`src/rtl/addsub_arbiter_if.sv`:
```
// Request/response bundle for addsub_arbiter: two operand streams in, one result out.
interface addsub_arbiter_if #(
  parameter int DW = 8
);
  logic          req0_valid;
  logic          req0_ready;
  logic          req0_mode;
  logic [DW-1:0] req0_data;
  logic          req0_last;

  logic          req1_valid;
  logic          req1_ready;
  logic          req1_mode;
  logic [DW-1:0] req1_data;
  logic          req1_last;

  logic          rsp_valid;
  logic          rsp_ready;
  logic          rsp_id;
  logic [DW-1:0] rsp_data;
  logic          rsp_of;
  logic          rsp_trunc;

  // Command sources and result consumer.
  modport master (
    output req0_valid, req0_mode, req0_data, req0_last,
    input  req0_ready,
    output req1_valid, req1_mode, req1_data, req1_last,
    input  req1_ready,
    input  rsp_valid, rsp_id, rsp_data, rsp_of, rsp_trunc,
    output rsp_ready
  );

  // The arbiter itself.
  modport slave (
    input  req0_valid, req0_mode, req0_data, req0_last,
    output req0_ready,
    input  req1_valid, req1_mode, req1_data, req1_last,
    output req1_ready,
    output rsp_valid, rsp_id, rsp_data, rsp_of, rsp_trunc,
    input  rsp_ready
  );
endinterface

```
`src/rtl/addsub_arbiter.sv`:
```
// Round-robin, job-granular sharing of one signed add/subtract accumulator between two requesters.
// Define ADDSUB_ARBITER_SAT_EN to saturate the accumulator on overflow instead of wrapping.
module addsub_arbiter #(
  parameter int DW      = 8,
  parameter int MAX_OPS = 255
) (
  input  logic              Clk,
  input  logic              Resetn,
  addsub_arbiter_if.slave   bus,
  output logic              busy
);

  localparam int CW = $clog2(MAX_OPS + 1);
  localparam logic [CW-1:0] LAST_CNT = CW'(MAX_OPS - 1);

  typedef enum logic [1:0] {
    IDLE = 2'd0,
    RUN  = 2'd1,
    RESP = 2'd2
  } state_t;

  state_t        state;
  logic          grant;
  logic          last_grant;
  logic [DW-1:0] acc;
  logic          of;
  logic          trunc;
  logic [CW-1:0] opcnt;

  // Operand path of whichever requester currently owns the datapath.
  logic          sel_valid;
  logic          sel_mode;
  logic [DW-1:0] sel_data;
  logic          sel_last;
  logic          hs;

  always_comb begin
    sel_valid = bus.req0_valid;
    sel_mode  = bus.req0_mode;
    sel_data  = bus.req0_data;
    sel_last  = bus.req0_last;
    if (grant) begin
      sel_valid = bus.req1_valid;
      sel_mode  = bus.req1_mode;
      sel_data  = bus.req1_data;
      sel_last  = bus.req1_last;
    end
  end

  assign hs = (state == RUN) && sel_valid;

  // One extra bit of headroom: the result overflowed when its two top bits disagree.
  logic [DW:0]   acc_x;
  logic [DW:0]   data_x;
  logic [DW:0]   sum;
  logic          ovf;
  logic [DW-1:0] acc_next;

  always_comb begin
    acc_x  = {acc[DW-1], acc};
    data_x = {sel_data[DW-1], sel_data};
    sum    = sel_mode ? (acc_x - data_x) : (acc_x + data_x);
    ovf    = sum[DW] ^ sum[DW-1];
`ifdef ADDSUB_ARBITER_SAT_EN
    if (ovf)
      acc_next = sum[DW] ? {1'b1, {(DW-1){1'b0}}} : {1'b0, {(DW-1){1'b1}}};
    else
      acc_next = sum[DW-1:0];
`else
    acc_next = sum[DW-1:0];
`endif
  end

  // NOTE: reset is synchronous here, so it lives inside the clocked branch rather than
  // in the sensitivity list; every state register uses non-blocking assignment so all
  // of them update together from the pre-edge values.
  always_ff @(posedge Clk) begin
    if (!Resetn) begin
      state      <= IDLE;
      grant      <= 1'b0;
      last_grant <= 1'b1;
      acc        <= '0;
      of         <= 1'b0;
      trunc      <= 1'b0;
      opcnt      <= '0;
    end else begin
      case (state)
        IDLE: begin
          acc   <= '0;
          of    <= 1'b0;
          trunc <= 1'b0;
          opcnt <= '0;
          if (bus.req0_valid && bus.req1_valid) begin
            grant <= ~last_grant;
            state <= RUN;
          end else if (bus.req0_valid) begin
            grant <= 1'b0;
            state <= RUN;
          end else if (bus.req1_valid) begin
            grant <= 1'b1;
            state <= RUN;
          end
        end

        RUN: begin
          if (hs) begin
            acc   <= acc_next;
            of    <= of | ovf;
            opcnt <= opcnt + CW'(1);
            if (sel_last) begin
              state <= RESP;
            end else if (opcnt == LAST_CNT) begin
              // Operand budget exhausted without a last flag: force the job closed.
              trunc <= 1'b1;
              state <= RESP;
            end
          end
        end

        RESP: begin
          if (bus.rsp_ready) begin
            last_grant <= grant;
            state      <= IDLE;
          end
        end

        default: state <= IDLE;
      endcase
    end
  end

  assign bus.req0_ready = (state == RUN) && !grant;
  assign bus.req1_ready = (state == RUN) && grant;
  assign bus.rsp_valid  = (state == RESP);
  assign bus.rsp_id     = grant;
  assign bus.rsp_data   = acc;
  assign bus.rsp_of     = of;
  assign bus.rsp_trunc  = trunc;
  assign busy           = (state != IDLE);

endmodule

```
`src/flat_wrapper.sv`:
```
// flat-port wrapper written by rule: the top's interface ports become plain ports
module addsub_arbiter_flat 
#(
  parameter int DW      = 8,
  parameter int MAX_OPS = 255
)
  (Clk, Resetn, busy, bus_req0_valid, bus_req0_mode, bus_req0_data, bus_req0_last, bus_req0_ready, bus_req1_valid, bus_req1_mode, bus_req1_data, bus_req1_last, bus_req1_ready, bus_rsp_valid, bus_rsp_id, bus_rsp_data, bus_rsp_of, bus_rsp_trunc, bus_rsp_ready);
  addsub_arbiter_if #(.DW(DW)) bus_i ();
  input  logic Clk;
  input  logic Resetn;
  output logic busy;
  input wire logic [$bits(bus_i.req0_valid)-1:0] bus_req0_valid;
  input wire logic [$bits(bus_i.req0_mode)-1:0] bus_req0_mode;
  input wire logic [$bits(bus_i.req0_data)-1:0] bus_req0_data;
  input wire logic [$bits(bus_i.req0_last)-1:0] bus_req0_last;
  output wire logic [$bits(bus_i.req0_ready)-1:0] bus_req0_ready;
  input wire logic [$bits(bus_i.req1_valid)-1:0] bus_req1_valid;
  input wire logic [$bits(bus_i.req1_mode)-1:0] bus_req1_mode;
  input wire logic [$bits(bus_i.req1_data)-1:0] bus_req1_data;
  input wire logic [$bits(bus_i.req1_last)-1:0] bus_req1_last;
  output wire logic [$bits(bus_i.req1_ready)-1:0] bus_req1_ready;
  output wire logic [$bits(bus_i.rsp_valid)-1:0] bus_rsp_valid;
  output wire logic [$bits(bus_i.rsp_id)-1:0] bus_rsp_id;
  output wire logic [$bits(bus_i.rsp_data)-1:0] bus_rsp_data;
  output wire logic [$bits(bus_i.rsp_of)-1:0] bus_rsp_of;
  output wire logic [$bits(bus_i.rsp_trunc)-1:0] bus_rsp_trunc;
  input wire logic [$bits(bus_i.rsp_ready)-1:0] bus_rsp_ready;
  assign bus_i.req0_valid = bus_req0_valid;
  assign bus_i.req0_mode = bus_req0_mode;
  assign bus_i.req0_data = bus_req0_data;
  assign bus_i.req0_last = bus_req0_last;
  assign bus_req0_ready = bus_i.req0_ready;
  assign bus_i.req1_valid = bus_req1_valid;
  assign bus_i.req1_mode = bus_req1_mode;
  assign bus_i.req1_data = bus_req1_data;
  assign bus_i.req1_last = bus_req1_last;
  assign bus_req1_ready = bus_i.req1_ready;
  assign bus_rsp_valid = bus_i.rsp_valid;
  assign bus_rsp_id = bus_i.rsp_id;
  assign bus_rsp_data = bus_i.rsp_data;
  assign bus_rsp_of = bus_i.rsp_of;
  assign bus_rsp_trunc = bus_i.rsp_trunc;
  assign bus_i.rsp_ready = bus_rsp_ready;
  addsub_arbiter #(.DW(DW), .MAX_OPS(MAX_OPS)) u_core (.Clk(Clk), .Resetn(Resetn), .bus(bus_i), .busy(busy));
endmodule
```
`config.mk`:
```
export PLATFORM = sky130hd
export DESIGN_NAME = addsub_arbiter_flat
export DESIGN_NICKNAME = d
export VERILOG_FILES = /design/src/rtl/addsub_arbiter_if.sv /design/src/rtl/addsub_arbiter.sv /design/src/flat_wrapper.sv
export SDC_FILE = /design/constraint.sdc
export NUM_CORES = 1
export LEC_CHECK = 0
export ABC_CLOCK_PERIOD_IN_PS = 3500
export CAP_MARGIN = 15
export CORE_MARGIN = 4
export CORE_UTILIZATION = 55
export CTS_CLUSTER_DIAMETER = 80
export CTS_CLUSTER_SIZE = 8
export DETAILED_ROUTE_END_ITERATION = 10
export DONT_BUFFER_PORTS = 1
export HOLD_SLACK_MARGIN = 0.08
export PLACE_DENSITY = 0.73
export SLEW_MARGIN = 20
export SYNTH_ARGS = -nofsm -noshare
export SYNTH_HDL_FRONTEND = slang
export SYNTH_SLANG_ARGS = --single-unit
```
`constraint.sdc`:
```
create_clock -name Clk -period 3.5 [get_ports Clk]
set_input_delay 1.05 -clock Clk [delete_from_list [all_inputs] [get_ports Clk]]
set_output_delay 1.05 -clock Clk [all_outputs]
set_load 0.005 [all_outputs]
```
Word-level counts from Yosys, hierarchy flattened
Index checks and enable logic that the tools add are counted.

cells by class
  $add $sub $neg = 3
  equal/unequal tests = 9
  multiplexer cells = 26
  bitwise gates (word level) = 3
  reductions and logical operators = 14

operators by type and width
  operator               number
  $pmux W8 S2            2
  $mux W8                3
  $mux W2                7
  $mux W1                10
  $add A8 B8 Y9          1
  $mux W9                1
  $sub A8 B8 Y9          1
  $add A8 B1 Y8 const B  1
  $eq A8 B8 Y1 const B   1
  $reduce_and A4 Y1      2
  $ne A2 B1 Y1 const B   3
  $pmux W2 S3            1
  $reduce_and A2 Y1      3
  $logic_and A1 B1 Y1    4
  $ne A4 B3 Y1 const B   1
  $pmux W1 S2            2
  $reduce_bool A2 Y1     2
  $ne A3 B1 Y1 const B   1
  $reduce_bool A3 Y1     1
  $eq A2 B1 Y1 const B   1
  $eq A2 B2 Y1 const B   1
  $logic_not A2 Y1       1
  $ne A2 B2 Y1 const B   1
  $logic_not A1 Y1       1
  other kinds (3)        3

word-level totals
  register bits = 22
  output and inout port bits = 15
  word-level logic and storage cells = 62

Longest topological paths before layout
  depth after elaboration = 7
  mapped depth = 16
  mapped depth without buffers = 14

Worst setup path before layout
No wires, ideal clock.

  path kind = input-to-reg
  from = input port bus_req1_data[0]
  to = register u_core.of (netlist: u_core.bus.rsp_of)
  arrival = 3.404 ns
  required time = 3.420 ns
  setup slack = 0.017 ns
  stages on the path = 14
  buffers on the path = 0
  path through = mux2i_1 ha_1 nand2_1 nor2_1 nor2_1 xor2_1 ha_1 o21a_1 nor2_1 mux2i_1 nor3_4 xnor2_1 or4_1 o211ai_1

on the way
  longest elaborated chain between the ends = 7

ends and longest elaborated chain
  element                                                RTL line               text
  from (decl)                                            flat_wrapper.sv:19     input wire logic [$bits(bus_i.req1_data)-1:0] bus_req1_data;
  $mux W8 *                                              addsub_arbiter.sv:42   if (grant) begin
  $add A8 B8 Y9 / $sub A8 B8 Y9 (equally long branches)  addsub_arbiter.sv:62   sum = sel_mode ? (acc_x - data_x) : (acc_x + data_x);
  $mux W9 *                                              addsub_arbiter.sv:62
  $xor A1 B1 Y1 *                                        addsub_arbiter.sv:63   ovf = sum[DW] ^ sum[DW-1];
  $or A1 B1 Y1 *                                         addsub_arbiter.sv:108  of <= of | ovf;
  $mux W1 *                                              addsub_arbiter.sv:106  if (hs) begin
  $pmux W1 S2 *                                          addsub_arbiter.sv:87   case (state)
  to (signal assigned)                                   addsub_arbiter.sv:108
  to (decl)                                              addsub_arbiter.sv:26   logic of;

Every way passes the cells marked *; elsewhere a longest branch is shown, timed or not. The select of a mux whose other input is x is not followed.
A chain may end at the register's enable or synchronous reset.

Worst setup path after layout
  from = input port bus_req1_data[1]
  to = register u_core.of (netlist: u_core.bus.rsp_of)

The elaborated chain is that of the path after synthesis.

==> impl_results.md <==
* Status: completed
* Top area cells in the synthesized netlist: dfxtp_1 27%, xor2_1 8.4%, ha_1 8.3%
* Final nets at 257
* Leakage at slightly below 0.8 nW
* RSZ-0062 raised after global routing: false
* Gpl congestion at roughly 0.9
* Seq/Total Area, Yosys at 26.5%
* Final setup viols at 0
* Syn. warnings at 0
* Worst min-delay path class: reg -> reg
* Worst Tran Pin Value at 579 ps
* Post-DRT Antenna Nets at 0
* VDD IR-drop max at ~0.00025 V
* Worst setup margin at between 100 and 150 ps
* Number of vias in the routed layout at 1498
* WL/cell at ~15 um
* Max Buffers Root-to-Sink at 2
* Starting DRT DRC Count at 54
* Setup TNS at 0 ps
* Antenna violations before repair at 0
* CP endpoint kind: flip-flop
* TritonCTS clock tree: yes
* Core box area at ~0.0028 mm2
* Initial core utilization at between 50% and 60%
* Final Critical Period at between 3000 and 4000 ps
* Drt first pass iters at 4
* Via density at between 5 and 6
* # H-tree levels at 1
* Chip Height at ~63 um
* Final wirelength at around 3.8 mm
* Port bufs at 0
* CTS sink count at 22
* Fin. max-slew vios at 0
* Vias in the first global route at 1415
* Tcrit/Tclk final at between 90% and 100%
* Final HPWL from detailed placement at roughly 3 mm
* Final Hold Vio Count at 0
* Worst-Skew Late Latency at 320 ps
* Maximum clock rate at slightly below 300 MHz
* Die width at roughly 63 um
* Critical Path Source Type: input pin
* Post-Syn Area at 0.00166 mm2
* Post-synth top area share at between 20% and 30%
* PwrDens at ~430 mW/mm2
* Worst Setup Slack post-DPL at -111 ps
* Largest net degree at the start of global routing at 14
* Synth Flop Type: dfxtp_1
* Number of inserted diodes at 0
* Max-cap violation count at 0
* Arr. time, crit path at 3600 ps
* Syn_nets at about 240
* Area delta synth->final at 10.3%
* GRT Total Usage at between 20% and 30%
* CTS Buf Count at 3
* Clock root buffer: clkbuf_4
* Number of synthesized flops with an enable pin at 0
* Mean Syn Cell Area at ~8 um2
* Clock Skew at approximately 4.3 ps
* Worst hold margin at 478 ps
* Kind of critical path: in -> reg
* Crit-path max FO at 3
* Die ar. at roughly 0.0040 mm2
* Post-Syn Instances at slightly above 200
* First-pass GRT wire length at 6.41 mm
* Register bit count reported by yosys at 22
* Area leader, netlist: dfxtp_1
* Distinct cells, synth at 42
* Ys async rst share at 0%
* Layout cell share with drive strength beyond 1 at about an eighth
* Reg clk slew, reported paths at 130 ps
* Grt total ovfl at 0
* WP data required at 3750 ps
* # DRC at 0
* Top-Level Pins at 40
* # rows at 19
* Worst rel slew slack at around three fifths
[layer usage]
metal  vias to the layer above  global-route usage [%]  wire length, um
li1                        743                       -                -
met1                       692                    26.1             1680
met3                         8                    6.29              357
met2                        55                    29.8             1700
met4                         0                    9.37               85
met5                         -                       0                0
[cells by family after synthesis]
family / synth area share (%)
AO/OA/AOI/OAI: 16.1
XOR/XNOR: 10.6
adder cells (fa/ha/maj): 9.50
buffers and inverters: 4.60
flip-flops: 26.5
multiplexers: 9.95
AND/OR/NAND/NOR: 22.8
[cells in the mapped netlist (3+ instances only)]
master and instances:
inv_1 10, a21oi_1 13, a22oi_1 4, nand3_1 6, nor3_1 5, ha_1 11, a21o_1 3, xor2_1 16
mux2i_1 12, nor2b_1 3, nor2_1 35, o21ai_0 4, a31oi_1 3, o21a_1 4, xnor2_1 4, nand2_1 16
and3_1 4, dfxtp_1 22, clkbuf_1 3
[repair_timing]
action / 4_1_cts / 5_1_grt
hold buffers: 0 / 0
buffers inserted: 0 / 0
endpoints found under the setup margin: 0 / 2
resized for setup: 0 / 2
[stage by stage]
step | utilization (%) | cells | instance area, um2 | total power, mW
2_1_floorplan | - | 206 | 1660 | 0.506
3_3_place_gp | 62.6 | 246 | 1770 | 0.581
3_5_place_dp | 62.6 | 246 | 1770 | 0.591
4_1_cts | 64.5 | 250 | 1820 | 0.795
5_1_grt | 64.7 | 250 | 1830 | 0.847
6_report | 64.7 | 250 | 1830 | 0.791
[cells in the final DEF (no fill, tap or decap), types with 4 or more instances in the layout]
cell,count
nor2_1,35
dfxtp_1,21
nand2_1,16
xor2_1,16
buf_4,15
a21oi_1,13
mux2i_1,11
ha_1,11
inv_1,10
nand3_1,6
nor3_1,5
o21a_1,4
and3_1,4
o21ai_0,4
xnor2_1,4
a22oi_1,4
[area by class of cell]
| cell class | count | area (um2) |
|---|---|---|
| Clock buffer | 3 | 22.5 |
| Clock inverter | 1 | 30.0 |
| Fill cell | 249 | 1000 |
| Inverter | 10 | 37.5 |
| Multi-Input combinational cell | 168 | 1150 |
| Sequential cell | 22 | 442 |
| Tap cell | 31 | 38.8 |
| Timing Repair Buffer | 15 | 113 |
[flip-flops by register name (all words and copies together) (netlist names)]
name,flops
u_core.bus.rsp_of,1
u_core.opcnt,8
u_core.bus.rsp_data,8
u_core.state,2
u_core.bus.rsp_id,1
u_core.last_grant,1
u_core.bus.rsp_trunc,1
[path summary, 6_finish.rpt]
| path | start | end | slack [ps] | cells after the start |
|---|---|---|---|---|
| max | bus_req1_data[1] | u_core.bus.rsp_of$_SDFFE_PN0P_ | 150 | 13 |
| min | u_core.last_grant$_SDFFE_PN1P_ | u_core.last_grant$_SDFFE_PN1P_ | 480 | 2 |
| max reg2reg | u_core.bus.rsp_id$_SDFFE_PN0P_ | u_core.bus.rsp_of$_SDFFE_PN0P_ | 250 | 13 |
| min reg2reg | u_core.last_grant$_SDFFE_PN1P_ | u_core.last_grant$_SDFFE_PN1P_ | 480 | 2 |
[power breakdown]
part           switching [mW]  internal [mW]  leakage [nW]  total, mW
Combinational           0.158          0.146         0.575      0.304
Clock                  0.0832          0.116        0.0279      0.199
Sequential             0.0215          0.266         0.179      0.288
[critical path, stage by stage]
cell and delay, ps:
mux2i_1 240, nand3_1 150, nor2_1 130, nor2_1 50
xor2_1 240, ha_1 300, o21a_1 200, o21ai_0 200
a21oi_1 100, nor3_4 230, xnor2_1 110, or4_1 480
o211ai_1 120
Note: power is estimated with default switching activity, not from simulation.
